`config.mk`:
```
export PLATFORM = sky130hd
export DESIGN_NAME = bcd_operand_loader
export DESIGN_NICKNAME = d
export VERILOG_FILES = /design/src/rtl/bcd_pkg.sv /design/src/rtl/bcd_shift_reg.sv /design/src/rtl/bcd_operand_loader.sv
export SDC_FILE = /design/constraint.sdc
export NUM_CORES = 1
export LEC_CHECK = 0
export ABC_AREA = 1
export CAP_MARGIN = 20
export CORE_UTILIZATION = 50
export DETAILED_ROUTE_END_ITERATION = 12
export MAX_ROUTING_LAYER = met4
export PLACE_DENSITY = 0.84
export SYNTH_ARGS = -nofsm -noshare
export SYNTH_HDL_FRONTEND = slang
export SYNTH_SLANG_ARGS = --single-unit
```
`constraint.sdc`:
```
create_clock -name clk -period 3.5 [get_ports clk]
set_clock_uncertainty 0.15 [all_clocks]
set_input_delay 0.7 -clock clk [delete_from_list [all_inputs] [get_ports clk]]
set_output_delay 0.7 -clock clk [all_outputs]
set_load 0.1 [all_outputs]
```
`src/rtl/bcd_pkg.sv`:
```
// Shared definitions for the BCD operand loader: FSM states, digit limit,
// and the digit-counter width helper.
package bcd_pkg;

  // Operand entry phases: entering X, entering Y, presenting both operands.
  typedef enum logic [1:0] {
    S_X   = 2'd0,
    S_Y   = 2'd1,
    S_OUT = 2'd2
  } state_t;

  // Largest legal decimal digit; anything above is rejected.
  localparam logic [3:0] BCD_MAX = 4'd9;

  // Width of a counter that must hold values 0..digits.
  function automatic int cnt_width(input int digits);
    return $clog2(digits + 1);
  endfunction

endpackage

```
`src/rtl/bcd_shift_reg.sv`:
```
// One packed-BCD operand register. Each enabled cycle shifts the operand
// left by one digit and inserts the new digit at bits [3:0].
module bcd_shift_reg #(
  parameter int DIGITS = 4
) (
  input  logic                  clk,
  input  logic                  rst,
  input  logic                  clr,
  input  logic                  shift_en,
  input  logic [3:0]            digit_in,
  output logic [4*DIGITS-1:0]   q
);

  localparam int WIDTH = 4 * DIGITS;

  // Operand register: reset/clear empty it, otherwise shift in a digit.
  always_ff @(posedge clk) begin
    // NOTE: non-blocking assignments keep every register sampling pre-edge values.
    if (rst || clr) begin
      q <= '0;
    end else if (shift_en) begin
      q <= (q << 4) | WIDTH'(digit_in);
    end
  end

endmodule

```
`src/rtl/bcd_operand_loader.sv`:
```
// Registered front end for the multi-digit BCD adder. Collects digits MSD
// first into operands X then Y and presents them until acknowledged.
module bcd_operand_loader
  import bcd_pkg::*;
#(
  parameter int DIGITS = 4,
  parameter int WIDTH  = 4 * DIGITS
) (
  input  logic             clk,
  input  logic             rst,
  input  logic             clear,
  input  logic [3:0]       digit_in,
  input  logic             digit_valid,
  output logic             digit_ready,
  input  logic             op_done,
  output logic             digit_err,
  output logic [WIDTH-1:0] x,
  output logic [WIDTH-1:0] y,
  output logic             operands_valid,
  input  logic             operands_ack
);

  localparam int                CNT_W = cnt_width(DIGITS);
  localparam logic [CNT_W-1:0]  LAST  = CNT_W'(DIGITS - 1);

  state_t           r_state;
  state_t           w_next_state;
  logic [CNT_W-1:0] r_cnt;
  logic             r_digit_err;

  logic w_ready;
  logic w_accept;
  logic w_reject;
  logic w_complete;
  logic w_ack_take;
  logic w_clr_ops;
  logic w_shift_x;
  logic w_shift_y;

  // Handshake and completion decode shared by FSM, counter and operands.
  always_comb begin
    w_ready    = (r_state != S_OUT);
    w_accept   = w_ready && digit_valid && (digit_in <= BCD_MAX);
    w_reject   = w_ready && digit_valid && (digit_in >  BCD_MAX);
    w_complete = w_ready && (op_done || (w_accept && (r_cnt == LAST)));
    w_ack_take = (r_state == S_OUT) && operands_ack;
    w_clr_ops  = clear || w_ack_take;
    w_shift_x  = w_accept && (r_state == S_X);
    w_shift_y  = w_accept && (r_state == S_Y);
  end

  // State register.
  always_ff @(posedge clk) begin
    if (rst) begin
      r_state <= S_X;
    end else begin
      r_state <= w_next_state;
    end
  end

  // Next-state logic: clear aborts, completion advances, ack restarts.
  always_comb begin
    // NOTE: default assignment first so no path leaves the signal unassigned (no latch).
    w_next_state = r_state;
    if (clear) begin
      w_next_state = S_X;
    end else begin
      case (r_state)
        S_X:     if (w_complete)   w_next_state = S_Y;
        S_Y:     if (w_complete)   w_next_state = S_OUT;
        S_OUT:   if (operands_ack) w_next_state = S_X;
        default:                   w_next_state = S_X;
      endcase
    end
  end

  // Output decode from state only.
  always_comb begin
    digit_ready    = (r_state != S_OUT);
    operands_valid = (r_state == S_OUT);
  end

  // Digit counter: restarts on completion, steps on each accepted digit.
  always_ff @(posedge clk) begin
    if (rst || w_clr_ops) begin
      r_cnt <= '0;
    end else if (w_complete) begin
      r_cnt <= '0;
    end else if (w_accept) begin
      r_cnt <= r_cnt + CNT_W'(1);
    end
  end

  // Rejected-digit flag: one-cycle pulse after an out-of-range digit.
  always_ff @(posedge clk) begin
    if (rst || clear) begin
      r_digit_err <= 1'b0;
    end else begin
      r_digit_err <= w_reject;
    end
  end

  assign digit_err = r_digit_err;

  bcd_shift_reg #(.DIGITS(DIGITS)) u_x_reg (
    .clk      (clk),
    .rst      (rst),
    .clr      (w_clr_ops),
    .shift_en (w_shift_x),
    .digit_in (digit_in),
    .q        (x)
  );

  bcd_shift_reg #(.DIGITS(DIGITS)) u_y_reg (
    .clk      (clk),
    .rst      (rst),
    .clr      (w_clr_ops),
    .shift_en (w_shift_y),
    .digit_in (digit_in),
    .q        (y)
  );

endmodule

```
==> flow_summary.ini, run 1 <==
[worst_setup_path]
reg2reg_depth = 4
critPathSlowestCell = clkdlybuf4s50_1
crit_required_ps = 2650
end_kind = output pin
timing.rr.start = r_state[1]$_SDFFE_PP0P_
crit_type = register to output pin
crit_chain = clkdlybuf4s50_1
critPathBufInv = 1
critPathArrivalTime_ps = 1800
rrSetupSlack_ps = 1830
cp.depth = 1
r2r_end = u_x_reg.q[10]$_SDFFE_PP0P_
cp_max_fo = 2
slowest_delay_ps = 1130
crit_family = buffers and inverters
startpoint_type = register

[sta]
tightest_slew_ps = 961
relSlewSlack_pct = 35.7
fin_crit_ps = 2650
finalSetupViolations = 0
finalHoldViolCount = 0
clock.fmax_mhz = 377
drv_slew = 0
fin_crit_sh_pct = 75.7
setup_slack_ps = 850
finalSetupTns_ps = 0
rsz0062_at_grt = false

[place]
dp_worst_setup_slack_ps = 1080
dp_hpwl_um = 2100
gp_congestion = 0.777
placed_cell_area_um2 = 1860
place_inst = 258
io_buffers = 44

[synth]
synth_area_leaders = dfxtp_1, nand2_1, a21oi_1
ys_types = 20
yosys.area.top_type = dfxtp_1
synth.net_count = 204
synth_cells = 192
synth_common_cells = nand2_1, dfxtp_1, a21oi_1
yosys_warnings = 0
yosys_most_used_dff = dfxtp_1
synth.yosys.seq_area_share_pct = 49.4
synth.top_cell.area_share_pct = 49.4
synth-seq-cells = 38
synthArstFlopShare_pct = 0
syn_area_um2 = 1540
synth_edf_count = 0
synth_area_per_cell_um2 = 8.02
synth_most_common_cell = nand2_1

[min_path]
worstHoldStart = u_y_reg.q[12]$_SDFFE_PP0P_
hold_depth = 2
hold_class = register to register
min_to = u_y_reg.q[12]$_SDFFE_PP0P_

[global_routing]
grt.overflow.total = 0
grt_max_degree = 37
first_global_vias = 1273
antenna_found_initial = 0
grt_first_pass_wirelength_um = 5330
grt_use_total_pct = 21.3

[pwr]
p_leak_nw = 0.764
cellPowerDensity_nw_per_um2 = 406
irDropWorstVdd_uv = 253

[detailed_routing]
wl_um = 3110
drc = 4
vias = 1415
antenna_left = 0
wl_per_cell_um = 11.7
first_iter_violations = 50
avgViaCountPerCell = 5.32
dr.pass1.iters = 8

[clock_tree]
numCtsBuffers = 5
cts_root_buffer = clkbuf_4
cts_resized = 0
clock_sinks = 38
cts_hold_buf = 0
cts_tree = yes
htreeDepth = 2
cts_setup_buffers = 0
clock_path_buffers = 2
cts.clk_slew.worst_paths_ps = 110
clock_latency_ps = 330

[floorplanning]
num_rows = 19
die_area_um2 = 3300
die_w_um = 57.5
start_util_pct = 54.4
die_h_um = 57.5
fp.coreArea_um2 = 2830
io_pins = 45

[outcome]
violations = design-rule violations
run_status = finished with violations

[run]
cap_violations = 0

[cells_and_area]
fin_nets = 246
fin_area_um2 = 1940
finish.utilization_pct = 68.5
antenna_cells = 0
area.growth.synth_to_final_pct = 25.9
stdcell_count = 266
drive_gt1_share_pct = 22.6
[tightest hold or removal path, delay by kind of cell, from the launching register on]
kind | cells | cell delay, ps
simple gates | 1 | 60
flops | 1 | 320
compound gates | 1 | 50
[layout make-up]
class,count,area (µm²)
clock buffer,8,78.8
fill,253,891
inverter,13,53.8
multi-input combinational,131,643
sequential,38,761
tap,31,38.8
timing repair buffer,45,363
[report_power, final]
part / total [mW] / switching, mW / internal, mW
clock network: 0.271 / 0.134 / 0.137
registers: 0.438 / 0.00248 / 0.435
logic: 0.0771 / 0.0559 / 0.0212
total: 0.786 / 0.193 / 0.594
[cell usage in the layout (no fill, tap or decap), types with 2 or more instances in the layout]
cell / instances
nand2_4: 2
clkdlybuf4s50_1: 10
buf_4: 35
nor2_1: 5
inv_1: 11
nand3_1: 33
o21ai_2: 2
clkbuf_4: 5
clkbuf_8: 3
nand2_1: 46
ha_1: 2
a21oi_1: 34
dfxtp_1: 38
[cells by family (layout without fill, tap and decap cells)]
kind of cell             after synthesis  count (layout)  share of synthesized area [%]
AO/OA/AOI/OAI                         38              38                           13.1
adder cells (fa/ha/maj)                2               2                           1.63
buffers and inverters                 23              66                           8.78
flip-flops                            38              38                           49.4
AND/OR/NAND/NOR                       91              91                           27.1
[routing by layer]
metal	share of wire [%]	GRT usage [%]	wire (µm)
met5	0	-	0
met4	1.4	9.41	42
met3	6.3	5.22	195
met2	45	33.2	1390
met1	48	26.0	1480
[per-stage QoR]
| step | total power [mW] | hold WS, ps |
|---|---|---|
| after floorplan | 0.509 | 356 |
| after global placement | 0.524 | 300 |
| after detailed placement | 0.524 | 302 |
| after CTS | 0.793 | 318 |
| after global routing | 0.820 | 344 |
| final | 0.786 | 316 |
[flip-flops by register name, summed over array words and instances (netlist names)]
name,flops
digit_err,1
r_cnt,3
r_state,2
u_x_reg.q,16
u_y_reg.q,16
[worst max path at each step]
stage | from | endpoint | slack (ps)
5_1_grt | u_y_reg.q[12]$_SDFFE_PP0P_ | y[12] | 780
3_5_place_dp | digit_in[1] | u_x_reg.q[8]$_SDFFE_PP0P_ | 1080
3_3_place_gp | digit_in[1] | u_x_reg.q[12]$_SDFFE_PP0P_ | 1090
2_1_floorplan | r_state[1]$_SDFFE_PP0P_ | operands_valid | 680
6_report | u_y_reg.q[12]$_SDFFE_PP0P_ | y[12] | 850
4_1_cts | u_y_reg.q[12]$_SDFFE_PP0P_ | y[12] | 840
Note: power is estimated with default switching activity, not from simulation.
==> run 2, diff against run 1 <==
--- a/config.mk
+++ b/config.mk
@@ -7,10 +7,10 @@
 export LEC_CHECK = 0
 export ABC_AREA = 1
 export CAP_MARGIN = 20
-export CORE_UTILIZATION = 50
+export CORE_UTILIZATION = 46
 export DETAILED_ROUTE_END_ITERATION = 12
 export MAX_ROUTING_LAYER = met4
-export PLACE_DENSITY = 0.84
+export PLACE_DENSITY = 0.78
 export SYNTH_ARGS = -nofsm -noshare
 export SYNTH_HDL_FRONTEND = slang
 export SYNTH_SLANG_ARGS = --single-unit
==> constraint.sdc (replaced) <==
create_clock -name clk -period 2.46 [get_ports clk]
set_clock_uncertainty 0.15 [all_clocks]
set_input_delay 0.492 -clock clk [delete_from_list [all_inputs] [get_ports clk]]
set_output_delay 0.492 -clock clk [all_outputs]
set_load 0.1 [all_outputs]
==> run 2 against run 1 <==
The flow now finishes without violations; combinational power rose by 45%; design area rose by 2.0%; clock-buffer cell count fell by 3; flip-flop and latch count did not move; largest cell class unchanged; wire length rose by 3.0%; final cell count rose by 5.3%.
==> flow_summary.ini, run 2 (synthesized netlist as in run 1, its figures left out) <==
[outcome]
run_status = finished, final reports clean

[worst_setup_path]
r2r_end = u_x_reg.q[10]$_SDFFE_PP0P_
cp_max_fo = 4
startpoint_type = register
timing.rr.start = r_state[0]$_SDFFE_PP0P_
reg2reg_depth = 7
startpoint = r_state[1]$_SDFFE_PP0P_
crit_end = operands_valid
critPathSlowestCell = dfxtp_1
critPathArrivalTime_ps = 1270
crit_chain = nand2_2, clkinvlp_4, buf_12
slowest_delay_ps = 470
end_kind = output pin
crit_type = register to output pin
rrSetupSlack_ps = 860
crit_required_ps = 1820

[detailed_routing]
wl_um = 3200
drc = 0
wl_per_cell_um = 11.4
avgViaCountPerCell = 5.02
first_iter_violations = 58
dr.pass1.iters = 4
vias = 1405
antenna_left = 0

[cells_and_area]
seq_area_um2 = 761
multiInputGateArea_um2 = 646
stdcell_count = 280
final_cell_mix = nand2_1, dfxtp_1, buf_4
antenna_cells = 0
fin_area_um2 = 1980
drive_gt1_share_pct = 24.2
fillerInstances = 297
fin_nets = 247
area.growth.synth_to_final_pct = 28.5
layout_commonest_cell = nand2_1
largestRegisters = u_x_reg.q: 16 flops, u_y_reg.q: 16 flops, r_cnt: 3 flops

[place]
io_buffers = 44
dp_hpwl_um = 2180
gp_congestion = 0.781
place_inst = 272
placed_cell_area_um2 = 1900

[sta]
tightest_slew_ps = 447
finalSetupTns_ps = 0
rsz0062_at_grt = false
fin_crit_ps = 1910
finalSetupViolations = 0
relSlewSlack_pct = 70.1
clock.fmax_mhz = 523
fin_crit_sh_pct = 77.7
drv_slew = 0
finalHoldViolCount = 0

[clock_tree]
clock_sinks = 38
cts_tree = yes
cts_hold_buf = 0
cts_resized = 0
clock_latency_ps = 360
clock_path_buffers = 2
cts_setup_buffers = 0
cts.clk_slew.worst_paths_ps = 120
htreeDepth = 2
numCtsBuffers = 5
cts_root_buffer = clkbuf_4

[global_routing]
first_global_vias = 1157
grt.overflow.total = 0
antenna_found_initial = 0
grt_use_total_pct = 20.8
grt_max_degree = 37
grt_first_pass_wirelength_um = 5380

[floorplanning]
die_area_um2 = 3580
die_h_um = 59.8
io_pins = 45
start_util_pct = 49.6
fp.coreArea_um2 = 3100
num_rows = 20
die_w_um = 59.8

[run]
cap_violations = 0

[pwr]
p_leak_nw = 0.764
irDropWorstVdd_uv = 412
cellPowerDensity_nw_per_um2 = 586

[min_path]
hold_class = register to register
[run 2: changes by cell type in the layout (fill, tap and decap cells not counted), sizes merged]
| cell | before | now |
|---|---|---|
| clkdlybuf4s50 | 10 | 9 |
| clkbuf | 8 | 5 |
| inv | 13 | 12 |
| bufinv | 0 | 1 |
| clkinvlp | 0 | 1 |
| clkinv | 0 | 2 |
| buf | 35 | 37 |
[run 2: worst max-delay path, delay by kind of cell (launching register included)]
kind | cells | cell delay, ps
buffers and inverters | 2 | 300
DFF | 1 | 470
and+or+nand+nor | 1 | 140
[run 2: layout make-up]
cell class	instances	area share, %
clock inverter	3	2.03
inverter	13	2.91
sequential	38	38.5
timing repair buffer	46	19.2
clock buffer	5	1.90
tap	44	2.78
multi-input combinational	131	32.7
[run 2: worst min path at each step]
stage	cells past startpoint	to	start
floorplan	4	r_cnt[1]$_SDFFE_PP0P_	r_cnt[1]$_SDFFE_PP0P_
global placement	2	u_y_reg.q[13]$_SDFFE_PP0P_	u_y_reg.q[13]$_SDFFE_PP0P_
detailed placement	2	u_x_reg.q[15]$_SDFFE_PP0P_	u_x_reg.q[15]$_SDFFE_PP0P_
CTS	2	u_x_reg.q[15]$_SDFFE_PP0P_	u_x_reg.q[15]$_SDFFE_PP0P_
global route	2	u_x_reg.q[14]$_SDFFE_PP0P_	u_x_reg.q[14]$_SDFFE_PP0P_
finish	2	u_x_reg.q[14]$_SDFFE_PP0P_	u_x_reg.q[14]$_SDFFE_PP0P_
[run 2: routing by layer]
metal  GRT usage [%]  wire length (µm)  vias up
li1                -                 -      726
met1            27.9              1530      628
met2            29.8              1420       43
met3            5.41               195        8
met4            7.97                58        0
met5               -                 0        -
[run 2: power by group]
group / total [mW] / switching [mW] / leakage [nW] / internal (mW)
sequential: 0.623 / 0.00356 / 0.306 / 0.619
clock: 0.425 / 0.214 / 0.0450 / 0.210
combinational: 0.112 / 0.0799 / 0.412 / 0.0320
[run 2: per-stage QoR]
| stage | util (%) | worst slack [ps] | hold slack, ps | total power, mW |
|---|---|---|---|---|
| after floorplan | - | 337 | 356 | 0.724 |
| after global placement | 61.2 | 299 | 302 | 0.749 |
| after detailed placement | 61.2 | 286 | 306 | 0.749 |
| after CTS | 63.7 | 533 | 324 | 1.16 |
| after global routing | 63.7 | 463 | 340 | 1.21 |
| final | 63.7 | 548 | 320 | 1.16 |
==> edit (flow settings as in run 1) <==
Make the reset (`rst`) asynchronous in one clocked block.
--- a/src/rtl/bcd_operand_loader.sv
+++ b/src/rtl/bcd_operand_loader.sv
@@ -52,3 +52,3 @@
   // State register.
-  always_ff @(posedge clk) begin
+  always_ff @(posedge clk or posedge rst) begin
     if (rst) begin
Formal check against the unedited RTL: differs if rst is asserted again (counterexample within 4 cycles, from zero or initial values and one cycle with rst high); with rst held inactive, the same outputs for 10 cycles.
==> edit against run 1 <==
- sequential cell count unchanged
- routed wire length increased by 8.0%
- global-route usage increased by 1.0 points
- count of clock-buffer cells in the layout decreased by 2
- cell area increased by 5.6%
- critical path type unchanged
- via count increased by 1.6%
- synthesized area increased by 9.1%
- worst setup slack got worse by 26 ps
Power is not compared: it rests on default switching activity, and its combinational part moved more than twofold at a synthesized area within 25%.
==> edit: results (changes against run 1) <==
stage,metric,value,unit,change
worst_setup_path,crit_fanout,2,,unchanged
cts,htreeDepth,2,,unchanged
yosys,yosys.area_share.xor_xnor,0.5216,%,was 0%
yosys,synth_common_cells,"nand2_1, nand3_1, dfxtp_1",,"was nand2_1, dfxtp_1, a21oi_1"
cts,cts_buffer_depth,2,,unchanged
drt,vias,1437,,was 1415
hold_path,hp-start,u_y_reg.q[12],,unchanged
worst_setup_path,critPathArrivalTime,1830,ps,was 1800 ps
drt,drt_first_pass_iters,4,,was 8
placement,io_buffers,44,,unchanged
hold_path,hp-class,reg2reg,,unchanged
worst_setup_path,crit_slowest_cell,clkdlybuf4s50_1,,unchanged
drt,routed_wl,3359,um,was 3110 um
run_status,status,completed,,was finished with violations
worst_setup_path,regToRegEndpoint,u_y_reg.q[15],,was u_x_reg.q[10]
grt,grt.total_usage,22.30,%,was 21.29%
sta,drv_slew,0,,unchanged
cts,clkTransAtPathRegs,120,ps,
yosys,synth_seq_area_share,45.90,%,was 49.43%
worst_setup_path,cp_top_family,buffers and inverters,,unchanged
grt,grt_pass1_vias,1222,,was 1273
yosys,synthDistinctLibCells,25,,was 20
finish,n_antenna_cell,0,,unchanged
power,swShare,34.54,%,
hold_path,hold_path_end,u_y_reg.q[12],,unchanged
grt,antenna_found_initial,0,,unchanged
yosys,netlist_top_cells_area,"dfxtp_1, nand3_1, nand2_1",,"was dfxtp_1, nand2_1, a21oi_1"
yosys,synthAdderAreaFrac,1.490,%,was 1.626%
worst_setup_path,rr_worst_depth,4,,unchanged
placement,dp_hpwl,2378,um,was 2100 um
cts,insertion_delay,350,ps,was 330 ps
drt,drtIter0Drc,59,,was 50
worst_setup_path,r2r_setup_slack,1500,ps,was 1830 ps
yosys,synth_compound_area_share,14.98,%,was 13.09%
worst_setup_path,max_stage_delay,1130,ps,about the same
finish,layout.nets,247,,was 246
yosys,synth_fp_nets,206,,was 204
worst_setup_path,r2r_start,r_state[1],,unchanged
grt,grt_max_degree,36,,was 37
finish,nFillCells,292,,was 253
sta,tightest_slew,959.3,ps,was 960.8 ps
placement,dp_slack,1038,ps,was 1078 ps
cts,cts-root-buf,clkbuf_4,,unchanged
cts,cts_setup_buffers,0,,unchanged
power,p_leak,0.7871,nW,
finish,drive_gt1_share,28.81,%,was 22.55%
placement,gp_congestion,0.7636,,was 0.7766
drt,ant_nets,0,,unchanged
grt,grt_pass1_wl,5644,um,was 5333 um
yosys,synthArstFlopShare,5.263,%,was 0%
edit: cell count changes in the layout (fill, tap and decap cells not counted), moves of 4 or more:
| cell | before | now |
|---|---|---|
| a21oi_2 | 1 | 14 |
| nand2_1 | 46 | 42 |
| nand3_1 | 33 | 37 |
| a21oi_1 | 34 | 18 |
edit: cell type report:
class	count	share of cell area, %
Sequential cell	38	37.68
Clock inverter	2	0.6116
Clock buffer	6	2.508
Multi-Input combinational cell	132	36.02
Timing Repair Buffer	45	17.74
Inverter	13	2.752
Tap cell	44	2.691
edit: logic make-up after synthesis:
family,count (synthesis)
adders and majority gates,2
DFF,38
and+or+nand+nor,93
AOI/OAI and AO/OA,36
xor gates and xnor gates,1
buffers and inverters,24
edit: per-layer routing:
metal  GRT usage [%]  wire, um
met2           31.59      1501
met1           29.31      1604
met3           4.545       159
met4           12.96        93
met5               -         0
edit: worst register-to-register path, stage by stage (launching register included):
cell,delay (ps)
dfrtp_1,560
nand2_1,210
o211ai_4,560
buf_4,350
a21oi_1,60
edit: metrics by stage:
stage / total power [W] / std cells / area [sq um] / utilization, % / hold slack, ps
after floorplan: 0.0006306 / 194 / 1679 / - / 315.2
after global placement: 0.0006433 / 272 / 1982 / 63.36 / 299.8
after detailed placement: 0.0006461 / 272 / 1982 / 63.36 / 304.4
after CTS: 0.0008870 / 280 / 2046 / 65.40 / 320.3
after global routing: 0.0009220 / 280 / 2046 / 65.40 / 354.0
final: 0.0008829 / 280 / 2046 / 65.40 / 318.0
edit: worst max path at each step:
stage                       start        endpoint  cells after the start
floorplan              r_state[0]  operands_valid                      3
global placement     operands_ack   u_y_reg.q[14]                      5
detailed placement    digit_in[2]    u_x_reg.q[6]                      7
CTS                 u_y_reg.q[12]           y[12]                      1
global route        u_y_reg.q[12]           y[12]                      1
finish              u_y_reg.q[12]           y[12]                      1
edit: power groups by stage:
stage / logic, W / clock network, W / registers, W
after global routing: 0.000199 / 0.000271 / 0.000452
after CTS: 0.000186 / 0.000250 / 0.000451
after floorplan: 0.000154 / 0 / 0.000477
after detailed placement: 0.000185 / 0 / 0.000461
after global placement: 0.000183 / 0 / 0.000460
final: 0.000185 / 0.000247 / 0.000451
